`config.mk`:
```
export PLATFORM = sky130hd
export DESIGN_NAME = flush_seq
export DESIGN_NICKNAME = d
export VERILOG_FILES = /design/src/rtl/flush_seq_pkg.sv /design/src/rtl/flush_seq_lzc.sv /design/src/rtl/flush_seq.sv
export SDC_FILE = /design/constraint.sdc
export NUM_CORES = 1
export LEC_CHECK = 0
export ABC_AREA = 0
export CORE_ASPECT_RATIO = 0.7
export CORE_MARGIN = 1.5
export CORE_UTILIZATION = 49
export DETAILED_ROUTE_END_ITERATION = 7
export PLACE_DENSITY_LB_ADDON = 0.08
export SLEW_MARGIN = 20
export SYNTH_ARGS = -nofsm -noshare
export SYNTH_HDL_FRONTEND = slang
export SYNTH_SLANG_ARGS = --single-unit
```
`constraint.sdc`:
```
create_clock -name clk_i -period 3.5 [get_ports clk_i]
set_input_delay 0.525 -clock clk_i [delete_from_list [all_inputs] [get_ports clk_i]]
set_output_delay 0.525 -clock clk_i [all_outputs]
set_load 0.1 [all_outputs]
```
`src/rtl/flush_seq_pkg.sv`:
```
// -----------------------------------------------------------------------------
// flush_seq_pkg
// Shared definitions for the data-cache flush sequencer:
//   - cache geometry and the derived default NumSets / NumWays
//   - state encoding of the flush FSM
//   - idx_width(): index width for a count of items, never below one bit
// No ports (package).
// -----------------------------------------------------------------------------
package flush_seq_pkg;

   // Data-cache geometry the sequencer is built for.
   localparam int unsigned CacheBytes = 32'd32768;
   localparam int unsigned CacheAssoc = 32'd8;
   localparam int unsigned LineBytes  = 32'd16;

   // Sets = bytes / (ways * line size); ways = associativity.
   localparam int unsigned DefNumSets = CacheBytes / (CacheAssoc * LineBytes);
   localparam int unsigned DefNumWays = CacheAssoc;

   // Flush FSM states.
   typedef enum logic [2:0] {
      ST_IDLE      = 3'd0,
      ST_META_REQ  = 3'd1,
      ST_META_WAIT = 3'd2,
      ST_SCAN      = 3'd3,
      ST_WB_REQ    = 3'd4,
      ST_WB_WAIT   = 3'd5,
      ST_INV       = 3'd6,
      ST_DONE      = 3'd7
   } state_e;

   // Bits needed to index n items; a single item still gets a 1-bit index.
   function automatic int unsigned idx_width(input int unsigned n);
      if (n > 32'd1) begin
         return $clog2(n);
      end else begin
         return 32'd1;
      end
   endfunction

endpackage

```
`src/rtl/flush_seq_lzc.sv`:
```
// -----------------------------------------------------------------------------
// flush_seq_lzc
// Lowest-set-bit priority encoder over the per-way pending mask.
// Ports:
//   pending_i  [NumWays]  ways still waiting for write-back
//   way_o      [WayW]     index of the lowest set bit (0 when empty)
//   empty_o    [1]        no bit set in pending_i
// -----------------------------------------------------------------------------
module flush_seq_lzc
   import flush_seq_pkg::*;
#(
   parameter  int unsigned NumWays = DefNumWays,
   localparam int unsigned WayW    = idx_width(NumWays)
) (
   input  logic [NumWays-1:0] pending_i,
   output logic [WayW-1:0]    way_o,
   output logic               empty_o
);

   // Scan from the top down so the last match kept is the lowest set bit.
   always_comb begin
      way_o   = {WayW{1'b0}};
      empty_o = ~(|pending_i);
      for (int i = int'(NumWays) - 1; i >= 0; i--) begin
         way_o = pending_i[i] ? WayW'(i) : way_o;
      end
   end

endmodule

```
`src/rtl/flush_seq.sv`:
```
// -----------------------------------------------------------------------------
// flush_seq
// Walks every set of the data cache: reads its metadata, writes back each
// valid+dirty way (lowest way first, one at a time), then invalidates the set.
// Pulses flush_ack_o once the last set has been invalidated.
// Ports:
//   clk_i, rst_i            clock, synchronous active-high reset
//   flush_req_i             level flush request (sampled only in IDLE)
//   flush_ack_o, busy_o     completion pulse, not-idle indication
//   meta_req_o/idx_o        metadata read request, granted by meta_gnt_i
//   meta_rvalid_i           read data valid with meta_valid_i / meta_dirty_i
//   wb_req_o/idx_o/way_o    write-back request, granted by wb_gnt_i,
//                           completed by wb_done_i
//   inv_req_o/idx_o         set invalidate request, performed on inv_gnt_i
// All outputs come straight from flops; no grant reaches a request output
// combinationally.
// -----------------------------------------------------------------------------
module flush_seq
   import flush_seq_pkg::*;
#(
   parameter  int unsigned NumSets = DefNumSets,
   parameter  int unsigned NumWays = DefNumWays,
   localparam int unsigned IdxW    = idx_width(NumSets),
   localparam int unsigned WayW    = idx_width(NumWays)
) (
   input  logic               clk_i,
   input  logic               rst_i,
   input  logic               flush_req_i,
   output logic               flush_ack_o,
   output logic               busy_o,
   output logic               meta_req_o,
   output logic [IdxW-1:0]    meta_idx_o,
   input  logic               meta_gnt_i,
   input  logic               meta_rvalid_i,
   input  logic [NumWays-1:0] meta_valid_i,
   input  logic [NumWays-1:0] meta_dirty_i,
   output logic               wb_req_o,
   output logic [IdxW-1:0]    wb_idx_o,
   output logic [WayW-1:0]    wb_way_o,
   input  logic               wb_gnt_i,
   input  logic               wb_done_i,
   output logic               inv_req_o,
   output logic [IdxW-1:0]    inv_idx_o,
   input  logic               inv_gnt_i
);

   localparam logic [IdxW-1:0] LastSet = IdxW'(NumSets - 32'd1);

   state_e             state_q, state_d;
   logic [IdxW-1:0]    set_q, set_d;
   logic [NumWays-1:0] pend_q, pend_d;
   logic [WayW-1:0]    way_q, way_d;
   logic               ack_q, busy_q, meta_req_q, wb_req_q, inv_req_q;

   logic [WayW-1:0]    lzc_way_s;
   logic               lzc_empty_s;

   flush_seq_lzc #(
      .NumWays (NumWays)
   ) u_lzc (
      .pending_i (pend_q),
      .way_o     (lzc_way_s),
      .empty_o   (lzc_empty_s)
   );

   // Next-state, set counter, pending mask and selected way.
   always_comb begin
      state_d = state_q;
      set_d   = set_q;
      pend_d  = pend_q;
      way_d   = way_q;
      case (state_q)
         ST_IDLE: begin
            if (flush_req_i) begin
               set_d   = {IdxW{1'b0}};
               pend_d  = {NumWays{1'b0}};
               state_d = ST_META_REQ;
            end else begin
               state_d = ST_IDLE;
            end
         end
         ST_META_REQ: begin
            if (meta_gnt_i) begin
               // Read data may come back in the grant cycle itself.
               if (meta_rvalid_i) begin
                  pend_d  = meta_valid_i & meta_dirty_i;
                  state_d = ST_SCAN;
               end else begin
                  state_d = ST_META_WAIT;
               end
            end else begin
               state_d = ST_META_REQ;
            end
         end
         ST_META_WAIT: begin
            if (meta_rvalid_i) begin
               pend_d  = meta_valid_i & meta_dirty_i;
               state_d = ST_SCAN;
            end else begin
               state_d = ST_META_WAIT;
            end
         end
         ST_SCAN: begin
            if (!lzc_empty_s) begin
               way_d   = lzc_way_s;
               state_d = ST_WB_REQ;
            end else begin
               state_d = ST_INV;
            end
         end
         ST_WB_REQ: begin
            if (wb_gnt_i) begin
               state_d = ST_WB_WAIT;
            end else begin
               state_d = ST_WB_REQ;
            end
         end
         ST_WB_WAIT: begin
            if (wb_done_i) begin
               pend_d[way_q] = 1'b0;
               state_d       = ST_SCAN;
            end else begin
               state_d = ST_WB_WAIT;
            end
         end
         ST_INV: begin
            if (inv_gnt_i) begin
               // Stop on the last set instead of letting the counter wrap.
               if (set_q == LastSet) begin
                  state_d = ST_DONE;
               end else begin
                  set_d   = set_q + IdxW'(1'b1);
                  state_d = ST_META_REQ;
               end
            end else begin
               state_d = ST_INV;
            end
         end
         ST_DONE: begin
            // Requests are not sampled here; a held request restarts from IDLE.
            state_d = ST_IDLE;
         end
         default: begin
            state_d = ST_IDLE;
         end
      endcase
   end

   // State registers; outputs are decoded from the next state so they sit in flops.
   always_ff @(posedge clk_i) begin
      if (rst_i) begin
         state_q    <= ST_IDLE;
         set_q      <= {IdxW{1'b0}};
         pend_q     <= {NumWays{1'b0}};
         way_q      <= {WayW{1'b0}};
         ack_q      <= 1'b0;
         busy_q     <= 1'b0;
         meta_req_q <= 1'b0;
         wb_req_q   <= 1'b0;
         inv_req_q  <= 1'b0;
      end else begin
         state_q    <= state_d;
         set_q      <= set_d;
         pend_q     <= pend_d;
         way_q      <= way_d;
         ack_q      <= (state_d == ST_DONE);
         busy_q     <= (state_d != ST_IDLE);
         meta_req_q <= (state_d == ST_META_REQ);
         wb_req_q   <= (state_d == ST_WB_REQ);
         inv_req_q  <= (state_d == ST_INV);
      end
   end

   assign flush_ack_o = ack_q;
   assign busy_o      = busy_q;
   assign meta_req_o  = meta_req_q;
   assign meta_idx_o  = set_q;
   assign wb_req_o    = wb_req_q;
   assign wb_idx_o    = set_q;
   assign wb_way_o    = way_q;
   assign inv_req_o   = inv_req_q;
   assign inv_idx_o   = set_q;

endmodule

```
# Yosys cells after proc, flatten, opt, wreduce, memory -nomap -nowiden
# Index checks and enable logic that the tools add are counted.
# classes
addsub	1
magnitude_cmp	2
eq_ne	17
n_mux	27
bitwise_logic	3
reduce_logical	9
# ops
cell	n
$mux 8	6
$mux 3	11
$pmux 8 s4	1
$pmux 3 s8	1
$eq 3x3->1 const B	7
$and 8x8->8	2
$pmux 8 s2	1
$ne 2x2->1 const B	5
$add 8x1->8 const B	1
$eq 8x8->1 const B	1
$not 8->8	1
$reduce_and 4->1	2
$reduce_or 8->1	1
$eq 3x1->1 const B	2
$eq 3x2->1 const B	2
$lt 3x4->1 const B	1
$mux 1	4
$mux 2	2
$reduce_bool 4->1	1
$demux 1 s3	1
$ge 3x1->1 const B	1
$logic_not 3->1	1
$reduce_bool 3->1	1
$reduce_and 2->1	1
2 further kinds	2
# totals
ff_bits	27
in_bits	24
output_inout_bits	32

# Longest topological paths before layout
# Gate-level depths: netlist of run 1.
# depth
ltp_word	8
ltp_mapped	6

# Modules after synthesis
# From an unflattened synthesis of run 1, not the netlist that was laid out.
# hier_totals
cells_unflattened	196
area_unflattened_um2	1634.1
# modules_own_cells
mod	n_inst	cells_per_inst	area_per_inst_um2	seq_area_each_um2
flush_seq	1	182	1537.7	540.5
flush_seq_lzc	1	14	96.3	0.0

# Worst setup path after synthesis of run 1
# Ideal clock, no wire load.
# synth_path
path_kind	flip-flop to flip-flop
startpoint	register set_q[0] (netlist: inv_idx_o[0])
endpoint	register set_q[0] (netlist: inv_idx_o[0])
arrival_ns	2.381
required_ns	3.429
slack_ns	1.048
stages_incl_launch_ff	7
path_buffers	1
synth_period_minus_slack_ns	2.452
path_cell_list	dfxtp_1 > ha_1 > nand3_1 > nor3_1 > buf_2 > o21ai_0 > a21oi_1
# synth_via
elab_chain_len	4
# synth_lines
item	line_no	rtl
from (decl)	flush_seq.sv:50	logic [IdxW-1:0] set_q, set_d;
from (signal assigned)	flush_seq.sv:153	set_q <= {IdxW{1'b0}};
from (signal assigned)	flush_seq.sv:163	set_q <= set_d;
$add 8x1->8	flush_seq.sv:132	set_d = set_q + IdxW'(1'b1);
$mux 8	flush_seq.sv:129	if (set_q == LastSet) begin
$mux 8	flush_seq.sv:127	if (inv_gnt_i) begin
$pmux 8 s2	flush_seq.sv:72	case (state_q)
# Parallel ways exist; a longest one is shown, timed or not. The select of a mux whose other input is x is not followed.
# A chain may end at the register's enable or synchronous reset.

# Worst setup path in the final report of run 1
# layout_path
startpoint	register set_q[3] (netlist: inv_idx_o[3])
endpoint	output port wb_idx_o[3]
# layout_rtl
item	line_no	rtl
to (decl)	flush_seq.sv:38	output logic [IdxW-1:0] wb_idx_o,
# No word-level cell between the ends.

==> flow_summary.toml, run 1 <==
[outcome]
status = "finished, final reports clean"

[global_route]
grt_start_max_net_pins = 25
first_global_vias = 1322
grtUsageTotal = 0.223
grt_pass1_wl_mm = 6.40
grt_overflow = 0
antenna_found_initial = 0

[floorplanning]
core_mm2 = 0.00319
floorplan.die.height_um = 51.6
row_count = 17
die_w_um = 72.4
die_area_mm2 = 0.00373
io-pin-count = 56
start_util = 0.517

[setup_path]
crit_path_max_fanout = 8
worst_path_dominant_cell_family = "buffers and inverters"
critPathRequiredTime_ps = 2970
critical_path_arrival_ps = 1950
startpoint_type = "register"
cpPeakStageDelay_ps = 1190
critical_path_cell_sequence = "clkdlybuf4s50_1"
crit_path_capture_type = "output port"
critical_path.slowest_cell = "sky130_fd_sc_hd__clkdlybuf4s50_1"
worst-path-buf-inv = 1
critical_path_class = "register to output port"

[yosys]
asr_flop_ratio_synth = 0
synth.yosys.warnings = 0
synth_seq_area_share = 0.328
adder_cell_area_share_of_the_yosys_netlist = 0.00758
syn_inst_count = 198
combinational_family_with_the_most_area_after_synthesis = "compound AO/OA/AOI/OAI gates"
synth_fp_nets = 223
synth_compound_gate_area_share = 0.292
dominant_register_cell_in_the_synthesized_netlist = "sky130_fd_sc_hd__dfxtp_1"
syn_area_mm2 = 0.00165
muxShareOfSynthArea = 0
yosys.area_share.simple = 0.244
synth-seq-cells = 27
yosys.area_share.xor_xnor = 0.00531
number_of_enable_flip_flop_cells_after_synthesis = 0
synthDistinctLibCells = 43
avg_inst_size_synth_um2 = 8.34

[sta]
min_period_over_period = 0.708
finalSetupViolCount = 0
fin_setup_tns_ps = 0
finClkSkew_ps = 2.18
slew_headroom = 0.349
grt_setup_unrepaired = "false"
max_freq_mhz = 403
final-max-slew-violation-count = 0
period_minus_slack_ps = 2480
report.final.hold_viol_count = 0
tightest_slew_ps = 973

[clocking]
tritoncts_clock_tree = "done"
clkSlewWorstSetupHoldPaths_ps = 90
numCtsBuffers = 3
postCtsSetupRepairBufs = 0
cts.sinks = 27
hold_buffers = 0
clk_root_buf = "sky130_fd_sc_hd__clkbuf_8"
ctsResizeCount = 0
htreeDepth = 1
clock_tree.buffer_depth = 2
clk_latency_ps = 280

[drt]
drc = 0
via_per_inst = 5.89
detailroute.via_count = 1597
drt-initial-drc-count = 68
first_pass_iters = 4
wl_per_cell_um = 14.9
antenna_left = 0
drt-total-wl_mm = 4.04

[final_layout]
most_common_cell_after_layout_fill_and_taps_aside = "sky130_fd_sc_hd__clkdlybuf4s50_1"
area_growth_syn_to_layout_pct = 29.6
layout_common_cells = "55 x sky130_fd_sc_hd__clkdlybuf4s50_1, 27 x sky130_fd_sc_hd__dfxtp_1, 17 x sky130_fd_sc_hd__a21oi_1, 13 x sky130_fd_sc_hd__o21ai_0, 11 x sky130_fd_sc_hd__nand2b_1"
drive_above_1_share = 0.0601
antenna_cells_inserted = 0
finish.net_count = 259

[power_and_ir_drop]
p_per_area_mw_per_mm2 = 330
ir_drop_uv = 233
power_leakage_nw = 0.673
p_total_w = 0.000705

[place]
dp_hpwl_mm = 3.05
number_of_port_buffers = 55
routabilityCongestion = 0.865

[hold_path]
min_path_type = "register to register"

[job]
timing.max_cap.violations = 0
[synth_stat cells (all sizes together), types with 3 or more instances]
master | number | share of area
and3 | 3 | 0.011
nand2 | 9 | 0.020
a31oi | 10 | 0.042
o31ai | 7 | 0.032
nand3 | 5 | 0.015
dfxtp | 27 | 0.33
a32oi | 9 | 0.048
nor2 | 9 | 0.020
a21oi | 17 | 0.052
or4 | 9 | 0.041
nand2b | 11 | 0.042
o21ai | 14 | 0.042
nor2b | 4 | 0.020
buf | 24 | 0.10
a211oi | 5 | 0.023
inv | 8 | 0.018
[registers in the layout, indices dropped and copies added, names as in the netlist]
register / flops
inv_req_o: 1
busy_o: 1
flush_ack_o: 1
meta_req_o: 1
state_q: 3
wb_way_o: 3
wb_req_o: 1
pend_q: 8
inv_idx_o: 8
[final timing paths]
check / end / cells past startpoint / slack, ps / start
setup / recovery: wb_idx_o[3] / 1 / 1020 / inv_idx_o[3]
hold / removal: pend_q[4] / 2 / 530 / pend_q[4]
setup reg to reg: inv_idx_o[1] / 5 / 1380 / state_q[2]
hold reg to reg: pend_q[4] / 2 / 530 / pend_q[4]
[cell type report]
type | instances | area, µm²
clock buffer | 3 | 41.3
clock inverter | 1 | 7.51
fill | 254 | 1050
inverter | 8 | 30.0
multi-input combinational | 137 | 906
sequential | 27 | 541
tap | 38 | 47.5
timing repair buffer | 57 | 566
[stage by stage]
stage / utilization / instances / setup WS (ps) / area (µm²) / hold slack [ps]
after floorplan: - / 198 / 1050 / 1650 / 474
after global placement: 0.655 / 267 / 1140 / 2090 / 489
after detailed placement: 0.655 / 267 / 1090 / 2090 / 515
after CTS: 0.670 / 271 / 1010 / 2140 / 528
after global routing: 0.670 / 271 / 957 / 2140 / 566
final: 0.670 / 271 / 1020 / 2140 / 529
[where the power goes]
part           switching (W)  internal (W)
Sequential         0.0000226      0.000319
Clock               0.000103     0.0000810
Combinational       0.000109     0.0000697
Total               0.000236      0.000470
[logic make-up (layout without fill, tap and decap cells)]
family,count (synthesis),in the layout
simple gates,65,65
compound gates,70,70
xor+xnor,1,1
flops,27,27
buf+inv,34,69
fa+ha+maj,1,1
[per-layer routing]
metal  part of all wire  vias to the layer above  GRT usage
met5                  0                        -          0
met4             0.0077                        0     0.0472
met2               0.39                       59      0.327
li1                   -                      807          -
met3              0.066                        5     0.0484
met1               0.53                      726      0.336
(Power assumes the default switching activity.)
==> inputs of run 2 (changes only) <==
--- a/config.mk
+++ b/config.mk
@@ -8,7 +8,7 @@
 export ABC_AREA = 0
 export CORE_ASPECT_RATIO = 0.7
 export CORE_MARGIN = 1.5
-export CORE_UTILIZATION = 49
+export CORE_UTILIZATION = 45
 export DETAILED_ROUTE_END_ITERATION = 7
 export PLACE_DENSITY_LB_ADDON = 0.08
 export SLEW_MARGIN = 20
==> constraint.sdc (replaced) <==
create_clock -name clk_i -period 2.3 [get_ports clk_i]
set_input_delay 0.345 -clock clk_i [delete_from_list [all_inputs] [get_ports clk_i]]
set_output_delay 0.345 -clock clk_i [all_outputs]
set_load 0.1 [all_outputs]
==> run 2 against run 1 <==
  * Via count rose by 2.6%
  * Critical path depth rose by 3
  * Clock skew fell by 0.53 ps
  * Non-clock buffer count rose by 2
  * Clock power rose by 56%
  * Worst hold slack got worse by 3.8 ps
  * Wire length rose by 5.5%
  * Sequential share of layout area rose by 0.74 points
  * Highest routed layer unchanged
  * Register-to-register slack got worse by 1100 ps
  * Clock-buffer cell count did not move
  * Critical endpoint is now meta_req_o
  * First-iteration DRC count rose by 71%
==> flow_summary.toml, run 2 (same netlist as run 1, synthesis figures left out) <==
[global_route]
grt_overflow = 0
grtUsageTotal = 0.215
grt_pass1_wl_mm = 6.44
first_global_vias = 1323
grt_start_max_net_pins = 24
antenna_found_initial = 0

[clocking]
ctsResizeCount = 0
htreeDepth = 1
clk_root_buf = "sky130_fd_sc_hd__clkbuf_8"
postCtsSetupRepairBufs = 0
clkSlewWorstSetupHoldPaths_ps = 100
numCtsBuffers = 3
clk_latency_ps = 280
clock_tree.buffer_depth = 2
tritoncts_clock_tree = "done"
cts.sinks = 27
hold_buffers = 0

[setup_path]
worst-path-buf-inv = 0
worst_path_dominant_cell_family = "flip-flops"
critical_path_class = "register to register"
critical_path_arrival_ps = 2220
cpPeakStageDelay_ps = 730
crit_path_max_fanout = 20
critPathRequiredTime_ps = 2480
critical_path_cell_sequence = "nand2_1 -> o21bai_1 -> a211oi_1 -> nor4bb_1"
critical_path.slowest_cell = "sky130_fd_sc_hd__dfxtp_1"
crit_path_capture_type = "register"
startpoint_type = "register"

[final_layout]
drive_above_1_share = 0.217
layout.filler_cells = 336
finalCoreUtilization = 0.595
area_growth_syn_to_layout_pct = 26.8
most_common_cell_after_layout_fill_and_taps_aside = "sky130_fd_sc_hd__buf_4"
layout_common_cells = "36 x sky130_fd_sc_hd__buf_4, 24 x sky130_fd_sc_hd__dfxtp_1, 23 x sky130_fd_sc_hd__clkdlybuf4s50_1, 17 x sky130_fd_sc_hd__a21oi_1, 13 x sky130_fd_sc_hd__o21ai_0"
antenna_cells_inserted = 0
finish.net_count = 261
design_area_mm2 = 0.00209

[drt]
detailroute.via_count = 1639
wl_per_cell_um = 15.0
drt-initial-drc-count = 116
via_per_inst = 5.75
first_pass_iters = 4
antenna_left = 0
drc = 0
drt-total-wl_mm = 4.26

[sta]
fin_setup_tns_ps = 0
finalSetupViolCount = 0
grt_setup_unrepaired = "false"
report.final.hold_viol_count = 0
final-max-slew-violation-count = 0
fin_ws_ps = 263
tightest_slew_ps = 623
slew_headroom = 0.583
max_freq_mhz = 491
finClkSkew_ps = 1.65
period_minus_slack_ps = 2040
min_period_over_period = 0.886

[place]
area_after_detailed_placement_mm2 = 0.00204
dp_slack_ps = 123
number_of_port_buffers = 55
dp_hpwl_mm = 3.21
routabilityCongestion = 0.837

[floorplanning]
die_w_um = 75.4
row_count = 18
io-pin-count = 56
die_area_mm2 = 0.00405
floorplan.die.height_um = 53.7
core_mm2 = 0.00351
start_util = 0.470

[outcome]
status = "finished, final reports clean"

[job]
timing.max_cap.violations = 0

[power_and_ir_drop]
p_per_area_mw_per_mm2 = 519
ir_drop_uv = 379
power_leakage_nw = 0.749
p_total_w = 0.00109

[hold_path]
min_path_type = "register to register"
-- run 2: power breakdown --
part | leakage (nW) | switching, W | internal (W)
registers | 0.220 | 0.0000273 | 0.000485
clock network | 0.0217 | 0.000163 | 0.000124
logic | 0.508 | 0.000176 | 0.000111
-- run 2: cell type report --
class / count / area (µm²) / area share
multi-input cells: 137 / 906 / 0.433
flip-flops and latches: 27 / 544 / 0.260
repair buffers: 59 / 500 / 0.239
well taps: 50 / 62.6 / 0.0299
clock buffers: 3 / 41.3 / 0.0197
inverters: 8 / 30.0 / 0.0144
clock inverters: 1 / 7.51 / 0.00359
-- run 2: path summary, 6_finish.rpt --
check / from / end / slack, ps / cells past startpoint
worst max register to register: state_q[2] / meta_req_o / 260 / 4
worst max-delay path: state_q[2] / meta_req_o / 260 / 4
worst min-delay path: inv_idx_o[2] / inv_idx_o[2] / 530 / 2
worst min register to register: inv_idx_o[2] / inv_idx_o[2] / 530 / 2
-- run 2: layer usage --
metal  part of all wire  GRT usage  up-vias
li1                   -          -      806
met1               0.50      0.331      763
met2               0.40      0.292       66
met3              0.094     0.0524        4
met4              0.010     0.0625        0
met5                  0          0        -
-- run 2: through the flow --
step / std cells / hold slack, ps
final: 285 / 525
after global routing: 285 / 555
after CTS: 285 / 527
after detailed placement: 281 / 511
after global placement: 281 / 487
after floorplan: 198 / 474
-- run 2: worst reg2reg max path: cells and delay by family (launching register included) --
kind	cells	cell delay, ps
and+or+nand+nor	2	510
DFF	1	730
AOI/OAI and AO/OA	2	690
